**src/rtl/mem_port_arbiter.sv**
```systemverilog
// mem_port_arbiter: shares one fixed-latency memory port between instruction
// fetch (requester 0) and data load/store (requester 1). Each access runs
// IDLE -> ACCESS (MEM_LAT cycles) -> RESP (one-cycle Ack), so a request
// sampled at cycle t is acknowledged at t+MEM_LAT+1.
// o_sel steers the external address/write-data muxes toward the current owner.
// Optional build macro ARB_FIXED_PRIO_EN: requester 1 always wins ties.
// Without it, ties are broken round-robin against the last-granted requester.
//
// state    | meaning
// ---------+------------------------------------------------------------
// S_IDLE   | no access in flight; arbitrate between pending requests
// S_ACCESS | memory access in progress; address/data/sel held stable
// S_RESP   | Ack pulse to the owner; Rdata valid for reads

module mem_port_arbiter #(
  parameter int DATA_W  = 32,
  parameter int MEM_LAT = 2     // 1..15
) (
  input  logic              i_clk,
  input  logic              i_rst,
  input  logic              i_req0,
  input  logic [DATA_W-1:0] i_addr0,
  input  logic              i_we0,
  input  logic [DATA_W-1:0] i_wdata0,
  input  logic              i_req1,
  input  logic [DATA_W-1:0] i_addr1,
  input  logic              i_we1,
  input  logic [DATA_W-1:0] i_wdata1,
  output logic              o_ack0,
  output logic              o_ack1,
  output logic [DATA_W-1:0] o_rdata,
  output logic              o_sel,
  output logic              o_busy,
  output logic [DATA_W-1:0] o_mem_addr,
  output logic              o_mem_we,
  output logic [DATA_W-1:0] o_mem_din,
  input  logic [DATA_W-1:0] i_mem_dout
);

  typedef enum logic [1:0] {
    S_IDLE   = 2'd0,
    S_ACCESS = 2'd1,
    S_RESP   = 2'd2
  } state_t;

  localparam logic [3:0] CNT_INIT = 4'(MEM_LAT - 1);

  state_t            r_state;
  state_t            w_next;
  logic              r_sel;
  logic              r_we;
  logic              r_mem_we;
  logic [3:0]        r_cnt;
  logic [DATA_W-1:0] r_mem_addr;
  logic [DATA_W-1:0] r_mem_din;
  logic [DATA_W-1:0] r_rdata;
  logic              w_grant;
  logic              w_winner;
`ifndef ARB_FIXED_PRIO_EN
  logic              r_last;
`endif

  // Arbitration: pick the winner among the requests presented in IDLE.
  always_comb begin
    w_grant = i_req0 | i_req1;
`ifdef ARB_FIXED_PRIO_EN
    w_winner = i_req1;
`else
    if (i_req0 && i_req1) w_winner = ~r_last;
    else                  w_winner = i_req1;
`endif
  end

  // State register.
  always_ff @(posedge i_clk) begin
    if (i_rst) r_state <= S_IDLE;
    else       r_state <= w_next;
  end

  // Next-state logic.
  always_comb begin
    w_next = r_state;
    case (r_state)
      S_IDLE:   if (w_grant) w_next = S_ACCESS;
      S_ACCESS: if (r_cnt == 4'd0) w_next = S_RESP;
      S_RESP:   w_next = S_IDLE;
      default:  w_next = S_IDLE;
    endcase
  end

  // Datapath: latch the winner's access, run the latency counter, capture read data.
  always_ff @(posedge i_clk) begin
    if (i_rst) begin
      r_sel      <= 1'b0;
      r_we       <= 1'b0;
      r_mem_we   <= 1'b0;
      r_cnt      <= 4'd0;
      r_mem_addr <= '0;
      r_mem_din  <= '0;
      r_rdata    <= '0;
`ifndef ARB_FIXED_PRIO_EN
      r_last     <= 1'b1;
`endif
    end else begin
      // The write strobe only ever lasts for the first ACCESS cycle.
      r_mem_we <= 1'b0;
      case (r_state)
        S_IDLE: begin
          if (w_grant) begin
            r_sel      <= w_winner;
`ifndef ARB_FIXED_PRIO_EN
            r_last     <= w_winner;
`endif
            r_mem_addr <= w_winner ? i_addr1  : i_addr0;
            r_mem_din  <= w_winner ? i_wdata1 : i_wdata0;
            r_we       <= w_winner ? i_we1    : i_we0;
            r_mem_we   <= w_winner ? i_we1    : i_we0;
            r_cnt      <= CNT_INIT;
          end
        end
        S_ACCESS: begin
          if (r_cnt != 4'd0) r_cnt <= r_cnt - 4'd1;
          else if (!r_we)    r_rdata <= i_mem_dout;
        end
        default: ;
      endcase
    end
  end

  assign o_ack0     = (r_state == S_RESP) && !r_sel;
  assign o_ack1     = (r_state == S_RESP) &&  r_sel;
  assign o_busy     = (r_state != S_IDLE);
  assign o_sel      = r_sel;
  assign o_rdata    = r_rdata;
  assign o_mem_addr = r_mem_addr;
  assign o_mem_we   = r_mem_we;
  assign o_mem_din  = r_mem_din;

endmodule

```
**config.mk**
```make
export PLATFORM = sky130hd
export DESIGN_NAME = mem_port_arbiter
export DESIGN_NICKNAME = d
export VERILOG_FILES = /design/src/rtl/mem_port_arbiter.sv
export SDC_FILE = /design/constraint.sdc
export NUM_CORES = 1
export LEC_CHECK = 0
export BUFFER_PORTS_ARGS = -buffer_cell sky130_fd_sc_hd__buf_4
export CORE_AREA = 2 2 104 106
export DETAILED_ROUTE_END_ITERATION = 16
export DIE_AREA = 0 0 106 108
export PLACE_DENSITY_LB_ADDON = 0.25
export SLEW_MARGIN = 15
export SYNTH_ARGS = -nofsm -noshare
export SYNTH_HDL_FRONTEND = slang
export SYNTH_SLANG_ARGS = --single-unit
```
**constraint.sdc**
```tcl
create_clock -name i_clk -period 2.1 [get_ports i_clk]
set_input_delay 0.42 -clock i_clk [delete_from_list [all_inputs] [get_ports i_clk]]
set_output_delay 0.42 -clock i_clk [all_outputs]
set_load 0.05 [all_outputs]
```
==> results by group, run 1 <==
Worst setup path
  • CP startpoint: r_state[1]$_SDFFE_PP0P_
  • Crit path kind: reg2out
  • CP startpoint kind: register
  • Worst R2R Start: r_cnt[0]$_SDFFE_PP0P_
  • WP data required: between 1.5 and 2 ns
  • Worst path slowest cell: dfxtp_1
  • CP max FO: 8
  • Nature of the critical path endpoint: output pin
  • Crit-path max cell delay: 0.40 ns
  • Crit-path cells: nor2_2, inv_1, buf_4
  • Critical Path AT: between 1 and 1.5 ns

Drt
  • ANT nets after route: 0
  • # DRC: 0
  • WL/cell: 15.99 um
  • First-pass DRT Iterations: 4
  • Vias/cell: between 5 and 6
  • DRT Wirelength: between 10000 and 15000 um
  • Met3 wire length: 1011 um
  • Metal-1 WL: between 4000 and 5000 um
  • Met2 routed WL: 6635 um
  • Drt initial violations: between 150 and 200
  • Top sig layer: met4
  • Via count: 4171

Clock tree
  • Post-CTS resize count: 0
  • CTS Root Cell: clkbuf_8
  • Clock Sink Count: 106
  • Worst-skew pair later-pin latency: 0.36 ns
  • CTS tree: built
  • Clock transition at path regs: 0.11 ns
  • CTS HTree Levels: 3
  • CTS Buf Count: 9
  • CTS Hold Bufs: 0
  • Max clock buf depth: 2
  • Post-CTS setup buffers: 0

Floorplan
  • Height of the chip: approximately 110 um
  • Die width: 106 um
  • Rows: 37
  • Core area: 10230 um2
  • Die area: 11450 um2
  • Initial Util: 0.4208
  • IO Count: 267

Global routing
  • Number of global-route vias before repair: 4073
  • Initial antenna violation count: 0
  • Total GRT Usage: 0.2120
  • Overflow after GRT: 0
  • Global-route wire length before repair: 19550 um
  • Largest net degree at the start of global routing: 56

STA
  • RSZ-0062 raised after global routing: no
  • Final cycle utilization of the critical path: 0.8523
  • Final setup fails: 0
  • Worst setup margin: 0.3101 ns
  • Final Slew Violations: 0
  • Max_slew headroom: 0.7401
  • Worst slew pin tran: 0.3899 ns
  • Fmax achieved: 558.7 MHz
  • Setup TNS: 0 ns
  • Post-layout minimum cycle time: around 1.8 ns
  • Clock Skews: 0.01438 ns
  • Hold Violations, Final: 0
  • WHS: ~0.30 ns

Yosys
  • Ys Warns: 0
  • Synth Cell Area: 4305 um2
  • Post-Syn Nets: 579
  • Netlist cell types: 34
  • Sequential area share after synthesis: 0.4929
  • FF+latch count, synth: 106
  • Post-Syn Instances: 411
  • Average cell area after synthesis: ~10 um2

Final layout
  • Layout Nets: between 800 and 900
  • Layout cell share with drive strength beyond 1: 0.4505
  • Area added between synthesis and finish: 53.94%
  • Layout Cells excl Fill: 802
  • Fillers: 842
  • N_diodes: 0

Power and ir drop
  • Leak pwr: approximately 2.9 nW
  • Pwr Total: 5.642 mW
  • Power per cell area: 851.3 nW/um2
  • VDD IR max: 422.3 uV

Hold path
  • Worst min path class: in2reg
  • HP Start: i_mem_dout[9]

Outcome
  • Status: complete, no violations

Placement
  • Dpl ws: about 0.36 ns
  • Final GP Congestion: ~0.78
  • Port Buffers: 266
  • Dpl hpwl: 9724 um
  • Placed insts: between 700 and 800

Job
  • Max Cap Viol: 0
synth_stat cells:
| master | instances | share of area |
|---|---|---|
| a22o_1 | 1 | 0.0020 |
| a221o_1 | 2 | 0.0046 |
| buf_4 | 7 | 0.012 |
| buf_1 | 1 | 0.00087 |
| a21oi_1 | 35 | 0.041 |
| a211oi_1 | 1 | 0.0017 |
| ha_1 | 2 | 0.0058 |
| or3b_1 | 2 | 0.0041 |
| o21ai_1 | 30 | 0.035 |
| nor3_1 | 3 | 0.0035 |
| nand2b_1 | 1 | 0.0015 |
| clkbuf_4 | 1 | 0.0017 |
| o2bb2ai_1 | 65 | 0.13 |
| a22oi_1 | 1 | 0.0017 |
| nor3b_1 | 1 | 0.0017 |
| or2_1 | 1 | 0.0015 |
| dfxtp_1 | 106 | 0.49 |
| a21oi_2 | 1 | 0.0020 |
| nor3b_2 | 2 | 0.0058 |
| nor2_1 | 2 | 0.0017 |
| mux2i_1 | 65 | 0.15 |
| nand2_1 | 2 | 0.0017 |
| a21o_1 | 1 | 0.0017 |
| clkbuf_1 | 8 | 0.0070 |
| or3_1 | 2 | 0.0029 |
| o21ai_0 | 4 | 0.0046 |
| and3b_1 | 1 | 0.0020 |
| a21boi_2 | 1 | 0.0026 |
| buf_2 | 21 | 0.024 |
| inv_1 | 4 | 0.0035 |
| nand3_1 | 32 | 0.037 |
| nor2_2 | 1 | 0.0015 |
| nor2b_1 | 2 | 0.0029 |
| or4_1 | 2 | 0.0035 |
metrics by stage:
stage	utilization	area [um2]
2_1_floorplan	-	4310
3_3_place_gp	0.6283	6429
3_5_place_dp	0.6283	6429
4_1_cts	0.6478	6628
5_1_grt	0.6478	6628
6_report	0.6478	6628
flip-flops by register name, summed over array words and instances, names as in the netlist:
| register | flops |
|---|---|
| r_last | 1 |
| o_mem_din | 32 |
| r_we | 1 |
| o_rdata | 32 |
| r_cnt | 4 |
| o_sel | 1 |
| o_mem_addr | 32 |
| r_state | 2 |
| o_mem_we | 1 |
critical path: cells and delay by family, from the launching register on:
family / cells / cell delay [ns]
buf+inv: 2 / 0.28
flops: 1 / 0.40
simple gates: 1 / 0.34
layout by cell type (no fill, tap or decap), drive strengths merged, types with 2 or more instances in the layout:
master	n
a221o	2
nand3	32
dfxtp	106
o2bb2ai	65
nor2	3
o21ai	34
nor3	3
mux2i	65
ha	2
or4	2
or3	2
nor3b	3
inv	7
clkinv	3
nor2b	2
nand2	2
or3b	2
a21oi	36
buf	277
clkbuf	9
metal layers:
| metal | global-route usage | up-vias |
|---|---|---|
| met1 | 0.2426 | 1937 |
| met3 | 0.05606 | 14 |
| met4 | 0.07331 | 0 |
| met5 | 0 | - |
| li1 | - | 2031 |
| met2 | 0.3834 | 189 |
where the power goes:
part | leakage [nW] | internal (mW) | switching (mW)
registers | 0.871 | 2.22 | 0.131
clock network | 0.104 | 0.563 | 0.703
logic | 1.97 | 0.725 | 1.30
total | 2.95 | 3.51 | 2.13
logic make-up after synthesis:
| family | count (synthesis) | share of synthesized area |
|---|---|---|
| buf+inv | 42 | 0.04969 |
| compound gates | 142 | 0.2290 |
| mux | 65 | 0.1511 |
| simple gates | 54 | 0.07149 |
| flops | 106 | 0.4929 |
| fa+ha+maj | 2 | 0.005811 |
path summary, 6_finish.rpt:
check	endpoint	slack, ns	cells past startpoint
worst max-delay path	o_busy	0.31	3
worst min-delay path	o_rdata[9]$_SDFFE_PP0P_	0.30	3
worst max register to register	o_rdata[14]$_SDFFE_PP0P_	0.37	6
worst min register to register	o_mem_addr[26]$_SDFFE_PP0P_	0.47	1
cell type report:
type	count	area [um2]	share of cell area
clock buffers	9	123.9	0.01869
clock inverters	7	75.07	0.01133
inverters	4	15.01	0.002265
multi-input cells	263	2004	0.3024
flip-flops and latches	106	2122	0.3202
well taps	136	170.2	0.02567
repair buffers	277	2117	0.3194
No activity file was read; power rests on OpenSTA's default activity.
==> run 2: changes to the inputs <==
- ABC_AREA: default -> 1
- CORE_AREA: 2 2 104 106 -> default
- CORE_UTILIZATION: default -> 43
- DIE_AREA: 0 0 106 108 -> default
==> results by group, run 2 <==
Yosys
  • EDFF count, synth: 0 (unchanged)
  • Average cell area after synthesis: 8.507 um2 (-19%)
  • Top_reg_cell synth: dfxtp_1
  • Largest area contributor in the netlist: dfxtp_1
  • Post-Syn Instances: 553 (+35%)
  • Most common library cells after synthesis: 135 x nor2_1, 106 x dfxtp_1, 100 x o21ai_2
  • Ys Warns: 0 (unchanged)
  • Synth top area share: 0.4511 (-0.04182)
  • Count leader, synth: nor2_1
  • Post-synth ARST share: 0 (unchanged)
  • Top cells by area, synth: dfxtp_1 45%, o21ai_2 19%, nor2_1 11%
  • Sequential area share after synthesis: 0.4511 (-0.04182)
  • Netlist cell types: 26 (-24%)
  • FF+latch count, synth: 106 (unchanged)
  • Post-Syn Nets: 721 (+25%)
  • Synth Cell Area: 4705 um2 (+9.3%)

Global routing
  • Largest net degree at the start of global routing: 67 (+20%)
  • Global-route wire length before repair: 21100 um (+7.9%)
  • GR peak layer: met2
  • Initial antenna violation count: 0 (unchanged)
  • Met3 GRT Util: 0.05471 (-0.001347)
  • Number of global-route vias before repair: 4435 (+8.9%)
  • Met1 Resource Use GR: 0.2737 (+0.03107)
  • Total GRT Usage: 0.2346 (+0.02267)
  • Grt met2 use: 0.4111 (+0.02765)
  • Overflow after GRT: 0 (unchanged)

STA
  • Hold Violations, Final: 0 (unchanged)
  • Fmax achieved: 561.0 MHz (+0.42%)
  • Final cycle utilization of the critical path: 0.8488 (-0.003580)
  • Post-layout minimum cycle time: 1.782 ns (-0.007518 ns)
  • Setup TNS: 0 ns (unchanged)
  • Final Slew Violations: 0 (unchanged)
  • RSZ-0062 raised after global routing: no
  • Final setup fails: 0 (unchanged)
  • Worst slew pin tran: 0.5184 ns (+0.1285 ns)
  • WHS: 0.2891 ns (-0.01288 ns)
  • Max_slew headroom: 0.6539 (-0.08620)
  • Clock Skews: 0.01375 ns (-0.0006239 ns)

Placement
  • Final GP Congestion: 0.7995 (+2.8%)
  • Port Buffers: 266 (unchanged)
  • Dpl hpwl: 9990 um (+2.7%)

Drt
  • DRT Wirelength: 13720 um (+7.0%)
  • WL/cell: 14.60 um (-8.7%)
  • ANT nets after route: 0 (unchanged)
  • # DRC: 0 (unchanged)
  • Via count: 4635 (+11%)
  • Vias/cell: 4.931 (-5.2%)
  • Drt initial violations: 235 (+51%)
  • First-pass DRT Iterations: 4 (unchanged)

Worst setup path
  • CP startpoint kind: register
  • Nature of the critical path endpoint: output pin
  • Worst path slowest cell: dfxtp_1
  • WP data required: 1.68 ns (about the same)
  • Crit-path cells: inv_1, nor3_1, buf_4
  • Crit path kind: reg2out
  • CP max FO: 5 (-3)
  • Critical Path AT: 1.36 ns (about the same)
  • CP startpoint: r_state[1]$_SDFFE_PP0P_
  • Worst R2R Start: r_cnt[0]$_SDFFE_PP0P_
  • Crit-path max cell delay: 0.47 ns (+0.07 ns)
  • Flop2flop setup slack: 0.32 ns (-0.05 ns)

Floorplan
  • Rows: 37 (unchanged)
  • IO Count: 267 (unchanged)
  • Die width: 106.6 um (+0.56%)
  • Initial Util: 0.4497 (+0.02884)
  • Height of the chip: 106.6 um (-1.3%)
  • Die area: 11360 um2 (-0.75%)
  • Core area: 10460 um2 (+2.3%)

Clock tree
  • CTS Hold Bufs: 0 (unchanged)
  • Worst-skew pair later-pin latency: 0.37 ns (about the same)
  • CTS HTree Levels: 3 (unchanged)
  • CTS Buf Count: 9 (unchanged)
  • CTS Root Cell: clkbuf_8
  • Post-CTS resize count: 0 (unchanged)
  • Post-CTS setup buffers: 0 (unchanged)
  • Max clock buf depth: 2 (unchanged)
  • Clock Sink Count: 106 (unchanged)
  • CTS tree: built
  • Clock transition at path regs: 0.11 ns (about the same)

Power and ir drop
  • Pwr Total: 6.612 mW (+17%)
  • VDD IR max: 531.4 uV (+26%)
  • Leak pwr: 3.111 nW (+5.6%)
  • Power per cell area: 960.1 nW/um2 (+13%)

Final layout
  • Most frequent cells in the layout: 268 x buf_4, 135 x nor2_1, 106 x dfxtp_1
  • Register area: 2122 um2 (unchanged)
  • Area added between synthesis and finish: 46.38%
  • N_diodes: 0 (unchanged)
  • Layout cell share with drive strength beyond 1: 0.4963 (+0.04582)
  • Most common cell after layout, fill and taps aside: buf_4
  • Fillers: 883 (+4.9%)
  • Layout Nets: 967 (+17%)
  • Post-layout util: 0.6582 (+0.01042)
  • Footprint of the multi-input gates: 2221 um2 (+11%)

Outcome
  • Status: complete, no violations

Hold path
  • HP Start: i_wdata0[20]
  • Worst min path class: in2reg

Job
  • Max Cap Viol: 0 (unchanged)
-- run 2: cell types whose count changed in the layout (fill, tap and decap cells not counted), moves of 6 or more --
cell / before / now
buf_4: 274 / 268
a21oi_1: 35 / 3
inv_1: 4 / 12
nand3_1: 32 / 3
o2bb2ai_1: 65 / 0
nor2_1: 2 / 135
mux2i_1: 65 / 0
o21bai_1: 0 / 32
o21ai_0: 4 / 13
o21ai_2: 0 / 100
nand2_1: 1 / 75
o21ai_1: 30 / 17
-- run 2: layout make-up --
class,instances,share of cell area
clock buffers,11,0.02053
clock inverters,5,0.009266
inverters,15,0.008176
multi-input cells,394,0.3225
flip-flops and latches,106,0.3081
well taps,136,0.02471
repair buffers,273,0.3067
-- run 2: report_power, final --
group          internal, mW  total (mW)  switching, mW
sequential             2.33        2.52          0.186
clock                 0.592        1.30          0.712
combinational         0.923        2.79           1.87
-- run 2: path summary, 6_finish.rpt --
| kind | endpoint | cells after the start |
|---|---|---|
| worst max-delay path | o_ack0 | 3 |
| worst min-delay path | o_mem_din[20]$_SDFFE_PP0P_ | 3 |
| worst max register to register | o_rdata[23]$_SDFFE_PP0P_ | 8 |
| worst min register to register | o_mem_din[24]$_SDFFE_PP0P_ | 2 |
-- run 2: metrics by stage --
stage / worst slack (ns) / cell area, um2 / std cells
after floorplan: 0.04741 / 4710 / 553
after global placement: 0.4819 / 6681 / 924
after detailed placement: 0.3464 / 6681 / 924
after CTS: 0.2654 / 6887 / 940
after global routing: 0.1413 / 6887 / 940
final: 0.3176 / 6887 / 940
-- run 2: per-layer routing --
metal  wire length (um)  share of wire  vias up
met3               1043          0.076       26
li1                   -              -     2294
met5                  0              0        -
met4                331          0.024        0
met1               5537           0.40     2107
met2               6810           0.50      208
-- run 2: critical path, delay by kind of cell, from the launching register on --
kind                   cells  cell delay (ns)
buffers and inverters      2             0.34
flip-flops                 1             0.47
AND/OR/NAND/NOR            1             0.19
-- run 2: cell families after synthesis --
family,count (synthesis),synth area share
simple gates,224,0.1867
buf+inv,53,0.07846
compound gates,168,0.2785
flops,106,0.4511
fa+ha+maj,2,0.005318
